<file path="src/rtl/axi_pkg.sv">
// rtl/axi_pkg.sv - AXI burst/size types shared by the downsizer paths
package axi_pkg;

  typedef logic [1:0] burst_t;
  typedef logic [2:0] size_t;

  localparam burst_t BURST_FIXED = 2'b00;
  localparam burst_t BURST_INCR  = 2'b01;

endpackage

</file>
<file path="src/rtl/fifo_v3.sv">
// rtl/fifo_v3.sv - Non-fall-through synchronous FIFO with typed payload
module fifo_v3 #(
  parameter int unsigned DATA_WIDTH = 32,
  parameter int unsigned DEPTH      = 8,
  parameter type         dtype      = logic [DATA_WIDTH-1:0],
  localparam int unsigned AddrW     = (DEPTH > 1) ? $clog2(DEPTH) : 1
) (
  input  logic clk_i,
  input  logic rst_ni,
  input  logic flush_i,
  output logic full_o,
  output logic empty_o,
  input  dtype data_i,
  input  logic push_i,
  output dtype data_o,
  input  logic pop_i
);

  dtype             mem_q [DEPTH];
  logic [AddrW-1:0] rd_ptr_q, rd_ptr_d;
  logic [AddrW-1:0] wr_ptr_q, wr_ptr_d;
  logic [AddrW:0]   cnt_q, cnt_d;
  logic             do_push, do_pop;

  assign full_o  = (cnt_q == (AddrW+1)'(DEPTH));
  assign empty_o = (cnt_q == '0);
  assign data_o  = mem_q[rd_ptr_q];
  assign do_push = push_i & ~full_o;
  assign do_pop  = pop_i & ~empty_o;

  // Pointers wrap explicitly so non-power-of-two depths work.
  always_comb begin
    rd_ptr_d = rd_ptr_q;
    wr_ptr_d = wr_ptr_q;
    cnt_d    = cnt_q;
    if (do_push) wr_ptr_d = (wr_ptr_q == AddrW'(DEPTH-1)) ? '0 : wr_ptr_q + 1'b1;
    if (do_pop)  rd_ptr_d = (rd_ptr_q == AddrW'(DEPTH-1)) ? '0 : rd_ptr_q + 1'b1;
    if (do_push && !do_pop) cnt_d = cnt_q + 1'b1;
    if (!do_push && do_pop) cnt_d = cnt_q - 1'b1;
    if (flush_i) begin
      rd_ptr_d = '0;
      wr_ptr_d = '0;
      cnt_d    = '0;
    end
  end

  always_ff @(posedge clk_i or negedge rst_ni) begin
    if (!rst_ni) begin
      rd_ptr_q <= '0;
      wr_ptr_q <= '0;
      cnt_q    <= '0;
    end else begin
      rd_ptr_q <= rd_ptr_d;
      wr_ptr_q <= wr_ptr_d;
      cnt_q    <= cnt_d;
    end
  end

  always_ff @(posedge clk_i) begin
    if (do_push) mem_q[wr_ptr_q] <= data_i;
  end

endmodule

</file>
<file path="src/rtl/axi_dw_downsizer_w.sv">
// rtl/axi_dw_downsizer_w.sv - W-channel engine splitting wide beats into narrow beats
module axi_dw_downsizer_w
  import axi_pkg::*;
#(
  parameter int unsigned SlvDataWidth = 256,
  parameter int unsigned MstDataWidth = 32,
  parameter int unsigned UserWidth    = 8,
  parameter int unsigned CmdDepth     = 4,
  localparam int unsigned SlvOffW     = $clog2(SlvDataWidth/8),
  localparam int unsigned MstSizeMax  = $clog2(MstDataWidth/8)
) (
  input  logic                      clk_i,
  input  logic                      rst_ni,
  input  logic                      cmd_valid_i,
  output logic                      cmd_ready_o,
  input  logic [SlvOffW-1:0]        cmd_offset_i,
  input  logic [2:0]                cmd_size_i,
  input  logic [7:0]                cmd_len_i,
  input  logic [1:0]                cmd_burst_i,
  input  logic [SlvDataWidth-1:0]   slv_w_data_i,
  input  logic [SlvDataWidth/8-1:0] slv_w_strb_i,
  input  logic [UserWidth-1:0]      slv_w_user_i,
  input  logic                      slv_w_last_i,
  input  logic                      slv_w_valid_i,
  output logic                      slv_w_ready_o,
  output logic [MstDataWidth-1:0]   mst_w_data_o,
  output logic [MstDataWidth/8-1:0] mst_w_strb_o,
  output logic [UserWidth-1:0]      mst_w_user_o,
  output logic                      mst_w_last_o,
  output logic                      mst_w_valid_o,
  input  logic                      mst_w_ready_i,
  output logic                      len_err_o
);

  localparam int unsigned NumLanes = SlvDataWidth / MstDataWidth;
  localparam int unsigned LaneW    = SlvOffW - MstSizeMax;

  typedef struct packed {
    logic [SlvOffW-1:0] offset;
    size_t              size;
    logic [7:0]         len;
    burst_t             burst;
  } cmd_t;

  typedef enum logic {IDLE, BUSY} state_e;

  state_e             state_q, state_d;
  logic [SlvOffW-1:0] offset_q, offset_d;
  size_t              size_q, size_d;
  logic [7:0]         len_q, len_d;
  burst_t             burst_q, burst_d;
  logic [7:0]         beat_cnt_q, beat_cnt_d;
  logic               len_err_q, len_err_d;

  cmd_t cmd_in, cmd_head;
  logic cmd_full, cmd_empty, cmd_pop;

  assign cmd_in = '{offset: cmd_offset_i, size: cmd_size_i, len: cmd_len_i, burst: cmd_burst_i};
  assign cmd_ready_o = ~cmd_full;

  fifo_v3 #(
    .DEPTH (CmdDepth),
    .dtype (cmd_t)
  ) i_cmd_fifo (
    .clk_i   (clk_i),
    .rst_ni  (rst_ni),
    .flush_i (1'b0),
    .full_o  (cmd_full),
    .empty_o (cmd_empty),
    .data_i  (cmd_in),
    .push_i  (cmd_valid_i),
    .data_o  (cmd_head),
    .pop_i   (cmd_pop)
  );

  logic [NumLanes-1:0][MstDataWidth-1:0]   data_lanes;
  logic [NumLanes-1:0][MstDataWidth/8-1:0] strb_lanes;
  logic [LaneW-1:0]   lane;
  logic [SlvOffW-1:0] size_mask, aligned;
  logic [SlvOffW:0]   next_sum;
  logic               carry, narrow_last, pop_cond;
  size_t              size_clamped;

  assign data_lanes = slv_w_data_i;
  assign strb_lanes = slv_w_strb_i;
  assign lane       = offset_q[SlvOffW-1:MstSizeMax];
  assign size_mask  = (SlvOffW'(1) << size_q) - SlvOffW'(1);
  assign aligned    = offset_q & ~size_mask;
  // The extra top bit flags that the next narrow address leaves this wide beat.
  assign next_sum   = {1'b0, aligned} + ((SlvOffW+1)'(1) << size_q);
  assign carry      = next_sum[SlvOffW];
  assign size_clamped = (cmd_head.size > size_t'(MstSizeMax)) ? size_t'(MstSizeMax)
                                                              : cmd_head.size;

  assign mst_w_data_o = data_lanes[lane];
  assign mst_w_strb_o = strb_lanes[lane];
  assign mst_w_user_o = slv_w_user_i;
  assign len_err_o    = len_err_q;

  always_comb begin
    state_d       = state_q;
    offset_d      = offset_q;
    size_d        = size_q;
    len_d         = len_q;
    burst_d       = burst_q;
    beat_cnt_d    = beat_cnt_q;
    len_err_d     = 1'b0;
    cmd_pop       = 1'b0;
    narrow_last   = 1'b0;
    pop_cond      = 1'b0;
    mst_w_valid_o = 1'b0;
    mst_w_last_o  = 1'b0;
    slv_w_ready_o = 1'b0;
    case (state_q)
      IDLE: begin
        if (!cmd_empty) begin
          cmd_pop    = 1'b1;
          offset_d   = cmd_head.offset;
          size_d     = size_clamped;
          len_d      = cmd_head.len;
          burst_d    = cmd_head.burst;
          beat_cnt_d = '0;
          state_d    = BUSY;
        end
      end
      BUSY: begin
        narrow_last   = (beat_cnt_q == len_q);
        pop_cond      = narrow_last | (burst_q == BURST_FIXED) | carry;
        mst_w_valid_o = slv_w_valid_i;
        mst_w_last_o  = narrow_last;
        slv_w_ready_o = mst_w_ready_i & pop_cond;
        if (slv_w_valid_i && mst_w_ready_i) begin
          beat_cnt_d = beat_cnt_q + 8'd1;
          if (burst_q != BURST_FIXED) offset_d = next_sum[SlvOffW-1:0];
          if (narrow_last) state_d = IDLE;
        end
        if (slv_w_valid_i && slv_w_ready_o && (slv_w_last_i != narrow_last)) len_err_d = 1'b1;
      end
      default: state_d = IDLE;
    endcase
  end

  always_ff @(posedge clk_i or negedge rst_ni) begin
    if (!rst_ni) begin
      state_q    <= IDLE;
      offset_q   <= '0;
      size_q     <= '0;
      len_q      <= '0;
      burst_q    <= BURST_INCR;
      beat_cnt_q <= '0;
      len_err_q  <= 1'b0;
    end else begin
      state_q    <= state_d;
      offset_q   <= offset_d;
      size_q     <= size_d;
      len_q      <= len_d;
      burst_q    <= burst_d;
      beat_cnt_q <= beat_cnt_d;
      len_err_q  <= len_err_d;
    end
  end

endmodule
</file>
<file path="config.mk">
export PLATFORM = sky130hd
export DESIGN_NAME = axi_dw_downsizer_w
export DESIGN_NICKNAME = d
export VERILOG_FILES = /design/src/rtl/axi_pkg.sv /design/src/rtl/fifo_v3.sv /design/src/rtl/axi_dw_downsizer_w.sv
export SDC_FILE = /design/constraint.sdc
export NUM_CORES = 1
export LEC_CHECK = 0
export CORE_AREA = 4 4 142 144
export CTS_BUF_LIST = sky130_fd_sc_hd__clkbuf_4 sky130_fd_sc_hd__clkbuf_8
export CTS_CLUSTER_DIAMETER = 150
export CTS_CLUSTER_SIZE = 24
export DETAILED_ROUTE_END_ITERATION = 10
export DIE_AREA = 0 0 146 148
export PLACE_DENSITY = 0.76
export SYNTH_ARGS = -nofsm -noshare
export SYNTH_HDL_FRONTEND = slang
export SYNTH_SLANG_ARGS = --single-unit
</file>
<file path="constraint.sdc">
create_clock -name clk_i -period 4.3 [get_ports clk_i]
set_input_delay 0.86 -clock clk_i [delete_from_list [all_inputs] [get_ports clk_i]]
set_output_delay 0.86 -clock clk_i [all_outputs]
set_load 0.05 [all_outputs]
</file>
# == After elaboration in Yosys (flattened, before gate mapping) ==
# Memories as Yosys holds them, arrays and structs flattened.
# Cells that the tools add are included.
# Widths: inputs -> output; s select.
# word_totals
ff_bits,35
latchBits,0
mem_bits_rw,72
mem_bits_ro,0
inputBits,320
mem_count,1
# mem_list
name,depth,width,read_ports,rd_ports_with_merged_regs,wr,line_no,source
i_cmd_fifo.mem_q,4,18,1,0,1,fifo_v3.sv:19,dtype mem_q [DEPTH];
# classes
add_sub_neg,7
multipliers,0
n_div,0
n_lt_le_gt_ge,2
n_eq_ne,8
shifts,2
mux,28
bitwise,10
n_reduce_logical,14
# ops
op,count
$bmux 32 s3,1
$mux 32,1
$mux 8,2
$pmux 8 s2,1
$mux 5,3
$bmux 4 s3,1
$mux 1,11
$pmux 5 s2,1
$mux 3,3
$add 8x1->8 const B,1
$eq 8x8->1,1
$add 5x6->6,1
$shl 1x3->6 const A,1
$and 5x5->5,1
$logic_and 1x1->1,5
$not 5->5,1
$shl 1x3->5 const A,1
$sub 5x2->5 const B,1
$add 2x1->2 const B,2
$eq 2x2->1 const B,2
$lt 3x4->1 const B,1
$mux 2,2
$mux 4,1
$ne 2x1->1 const B,2
16 further kinds,24

# == Logic depth before layout (Yosys ltp) ==
# depth
ltp_word,11
mapped_depth,11

# == Modules after synthesis ==
# From an unflattened synthesis, not the netlist that was laid out.
# hier_totals
hier_cells,479
area_unflattened_um2,7041.8
# by_module_without_submodules
mod,n_inst,cells_each,area_each_um2,seq_area_each_um2
axi_dw_downsizer_w,1,320,3834.9,701.9
fifo_v3,1,159,3206.8,2337.2

# == Least setup slack after synthesis ==
# OpenSTA, ideal clock, no wires.
# synth_path
path_type,reg2out
startpoint,register offset_q[3]
endpoint,output slv_w_ready_o
arrival_ns,2.274
required_time_ns,3.440
setup_slack_ns,1.166
path_stages_with_launch,9
n_path_buf,2
cell_sequence,dfrtp_1 buf_2 buf_1 nor2b_1 ha_1 inv_1 o221ai_1 a31oi_1 a21oi_1
# synth_between
elab_chain_cells,5
# synth_lines
item,line_no,source
start: declaration,axi_dw_downsizer_w.sv:48,"logic [SlvOffW-1:0] offset_q, offset_d;"
start signal: assignment,axi_dw_downsizer_w.sv:154,offset_q <= offset_d;
$and 5x5->5,axi_dw_downsizer_w.sv:88,assign aligned = offset_q & ~size_mask;
$add 5x6->6,axi_dw_downsizer_w.sv:90,"assign next_sum = {1'b0, aligned} + ((SlvOffW+1)'(1) << size_q);"
$or 1x1->1,axi_dw_downsizer_w.sv:128,pop_cond = narrow_last | (burst_q == BURST_FIXED) | carry;
$and 1x1->1,axi_dw_downsizer_w.sv:131,slv_w_ready_o = mst_w_ready_i & pop_cond;
$mux 1,axi_dw_downsizer_w.sv:114,case (state_q)
end: declaration,axi_dw_downsizer_w.sv:25,"output logic slv_w_ready_o,"
# No other way between the ends.

# == Worst setup path after layout ==
# layout_path
startpoint,register offset_q[2]
endpoint,output mst_w_data_o[19]
# layout_between
elab_chain_cells,2
# layout_lines
item,line_no,source
$bmux 32 s3,axi_dw_downsizer_w.sv:95,assign mst_w_data_o = data_lanes[lane];
$mux 32 (implied by the code),axi_dw_downsizer_w.sv:95,
end: declaration,axi_dw_downsizer_w.sv:26,"output logic [MstDataWidth-1:0] mst_w_data_o,"
# No other way between the ends. The select of a mux whose other input is x is not followed.

==> results.yml <==
setup_path:
  arrival_ns: 3.05
  startpoint_type: "flip-flop"
  slowest_stage: "dfrtp_4"
  max_stage_delay_ns: 0.74
  r2r_start: "state_q"
  r2r_end: "i_cmd_fifo.cnt_q[1]"
  cp.required_ns: 3.44
  end_kind: "primary output"
  r2r_slack_ns: 1.53
  critPathKind: "flip-flop to primary output"
  rr_worst_depth: 9
  crit_fanout: 23
  path_cells: "buf_4, mux4_2, mux2_2, clkdlybuf4s50_1"
logic_synthesis:
  syn_area_sq_mm: 0.00687
  ys_warn_count: 0
  syn_area_per_cell_sq_um: 14.8
  ys.flop_type: "edfxtp_1"
  synth_fa_ha_area_share_pct: 1.93
  synthCells: 463
  synth_area_leaders: "edfxtp_1 (31%), mux4_2 (29%), dfrtp_1 (12%), mux2_2 (4.8%), nand2_1 (2.9%)"
  synth_cell_types: 52
  synth_area_leader_cell: "edfxtp_1"
  synth_xor_area_share_pct: 2.04
  synth_top_family_by_area: "multiplexers"
  synth_mux_area_share_pct: 36.1
  ys_seq_area_share_pct: 44.3
  synth_edf_count: 72
  synth_top_area_share_pct: 31.5
  synthSimpleGateAreaFrac_pct: 7.25
  syn-num-nets: 793
  async_flop_share_pct: 32.7
  yosys_register_bits: 107
  synth_compound_area_share_pct: 4.16
die:
  chipHeight_um: 148
  initial_core_util_pct: 36.7
  ios: 369
  fp-row-count: 50
  fp.dieW_um: 146
  core_sq_mm: 0.0187
  die_area_sq_mm: 0.0216
timing:
  post-route-period-util_pct: 90.9
  rsz0062_at_grt: "no"
  fin_setup_tns_ns: 0
  fmax_mhz: 256
  worst_pin_slew_ns: 0.944
  finClkSkew_ns: 0.00879
  worst_slack_ns: 0.393
  slew_viol_final: 0
  relSlewSlack_pct: 37.1
  hold_viol: 0
  finalCriticalPeriod_ns: 3.91
  setup_viol_count_final: 0
finish:
  layout-drive-gt1-share_pct: 20.0
  nets: 1124
  fill_cells: 1479
  multi_input_area_sq_mm: 0.00354
  area_growth_syn_to_layout_pct: 56.6
  seqCellArea_sq_mm: 0.00305
power_and_ir_drop:
  p_leak_nw: 3.86
  max-vdd-ir-drop_v: 0.000353
  p_per_area_mw_per_mm2: 578
clocking:
  h-tree-depth: 3
  cts_sinks: 107
  clock-root-buffer: "clkbuf_8"
  cts_setup_buffers: 0
  cts_tree: "done"
  ctsHoldBuffers: 0
  clock_path_buffers: 2
  insertion_delay_ns: 0.37
  numCtsBuffers: 9
  cts_resized: 0
  clk_pin_slew_worst_paths_ns: 0.10
worst_hold_path:
  min_path_cells: 2
  whs_endpoint: "burst_q[0]"
  hp-class: "flip-flop to flip-flop"
  min_from: "burst_q[0]"
detailed_routing:
  drc: 0
  wl_per_cell_um: 28.5
  ant_nets: 0
  routed_wl_um: 29600
  dr_total_vias: 5755
  routed_via_density: 5.54
  dr.first_iter.drc_count: 267
  drt-pass1-iter-count: 5
place:
  numPortBuffers: 352
  gp_congestion: 1.03
  post-dp-hpwl_um: 24900
  dp_slack_ns: 0.398
global_routing:
  grt_first_pass_wirelength_um: 41900
  overflow: 0
  grt_max_degree: 52
  grt_antenna_before_repair: 10
  grtUsageTotal_pct: 26.6
  first_global_vias: 6096
job:
  drv_cap: 0
outcome:
  status: "complete, no violations"
-- logic make-up (layout without fill, tap and decap cells) --
| logic type | count (synthesis) | in the layout |
|---|---|---|
| AO/OA/AOI/OAI | 41 | 41 |
| XOR/XNOR | 16 | 16 |
| adder cells (fa/ha/maj) | 10 | 10 |
| buffers and inverters | 53 | 389 |
| flip-flops | 107 | 107 |
| multiplexers | 128 | 128 |
| other | 0 | 5 |
| AND/OR/NAND/NOR | 108 | 108 |
-- worst max-delay path: cells and delay by family, from the launching register on --
| family | cells | cell delay [ns] |
|---|---|---|
| buffers and inverters | 2 | 1.07 |
| flip-flops | 1 | 0.74 |
| multiplexers | 2 | 0.85 |
-- power by group --
group          internal [mW]  switching [mW]  total, mW  leakage, nW
logic                   1.88            2.06       3.94         2.67
registers               1.39           0.304       1.70         1.09
clock network          0.230           0.353      0.582       0.0944
total                   3.50            2.72       6.21         3.86
-- placed cells by master (no fill, tap or decap), types with 4 or more instances in the layout --
cell type and n:
a21oi_1 5, a31oi_1 4, and3_1 6, buf_4 6, clkbuf_8 9, clkdlybuf4s50_1 352, dfrtp_1 31, diode_2 5
edfxtp_1 72, ha_1 9, inv_1 10, mux2_2 29, mux2_4 10, mux4_2 89, nand2_1 53, nand2b_1 7
nand3_1 4, nand4_1 4, nor2_1 17, nor3_1 5, o21ai_0 8, xnor2_1 11, xor2_1 5
-- synth_stat cells (2+ instances only) --
cell,n
buf_1,5
o221ai_1,2
o41ai_1,2
dfrtp_1,34
mux4_2,89
mux2_2,29
a31oi_1,4
xnor2_1,11
mux2_4,10
inv_1,10
nor3_1,5
nand2b_1,7
or3_1,2
nand4_1,4
o21ai_0,8
o211ai_1,3
xor2_1,5
o31a_1,2
nor2_1,17
nand3_1,4
a21oi_1,5
clkbuf_1,7
o311ai_0,3
or2_2,2
clkinv_1,2
and3_1,6
ha_1,9
a21o_1,2
edfxtp_1,72
nand2_1,53
and2_1,2
nor2b_1,2
buf_2,17
buf_4,9
o2111ai_1,2
-- how the worst max path moves through the flow --
stage                           start                to  slack (ns)
floorplan                 offset_q[3]     slv_w_ready_o        1.17
global placement    slv_w_data_i[120]  mst_w_data_o[24]        0.36
detailed placement  slv_w_data_i[120]  mst_w_data_o[24]        0.40
CTS                       offset_q[2]  mst_w_data_o[19]        0.32
global route              offset_q[2]  mst_w_data_o[19]        0.22
finish                    offset_q[2]  mst_w_data_o[19]        0.39
-- metal layers --
layer / global-route usage, % / routed length (um) / vias up
met4: 5.22 / 499 / 6
met5: 0 / 34 / -
met3: 10.8 / 2990 / 31
li1: - / - / 2519
met1: 32.5 / 11300 / 2935
met2: 44.9 / 14800 / 264
-- final cells by class --
cell class              instances  area share (%)
repair buffers                361            33.7
multi-input cells             303            32.9
flip-flops and latches        107            28.3
well taps                     234            2.72
clock buffers                  10            1.22
clock inverters                 6           0.524
inverters                      12           0.419
diodes                          5           0.116
-- registers in the layout (all words and copies together), names as in the netlist --
register / cells
i_cmd_fifo.mem_q: 72
beat_cnt_q: 8
len_q: 8
offset_q: 5
i_cmd_fifo.cnt_q: 3
size_q: 3
burst_q: 2
i_cmd_fifo.rd_ptr_q: 2
i_cmd_fifo.wr_ptr_q: 2
len_err_o: 1
state_q: 1
-- per-stage QoR --
step	cells	hold slack (ns)	util (%)	total power [mW]	instance area, sq um
floorplan	463	0.443	-	4.41	6870
global placement	1017	0.454	56.4	5.57	10600
detailed placement	1017	0.463	56.4	5.67	10600
CTS	1033	0.479	57.4	6.26	10700
global route	1034	0.509	57.4	6.55	10700
finish	1038	0.480	57.5	6.21	10800
Power figures use the tool's default switching activity.
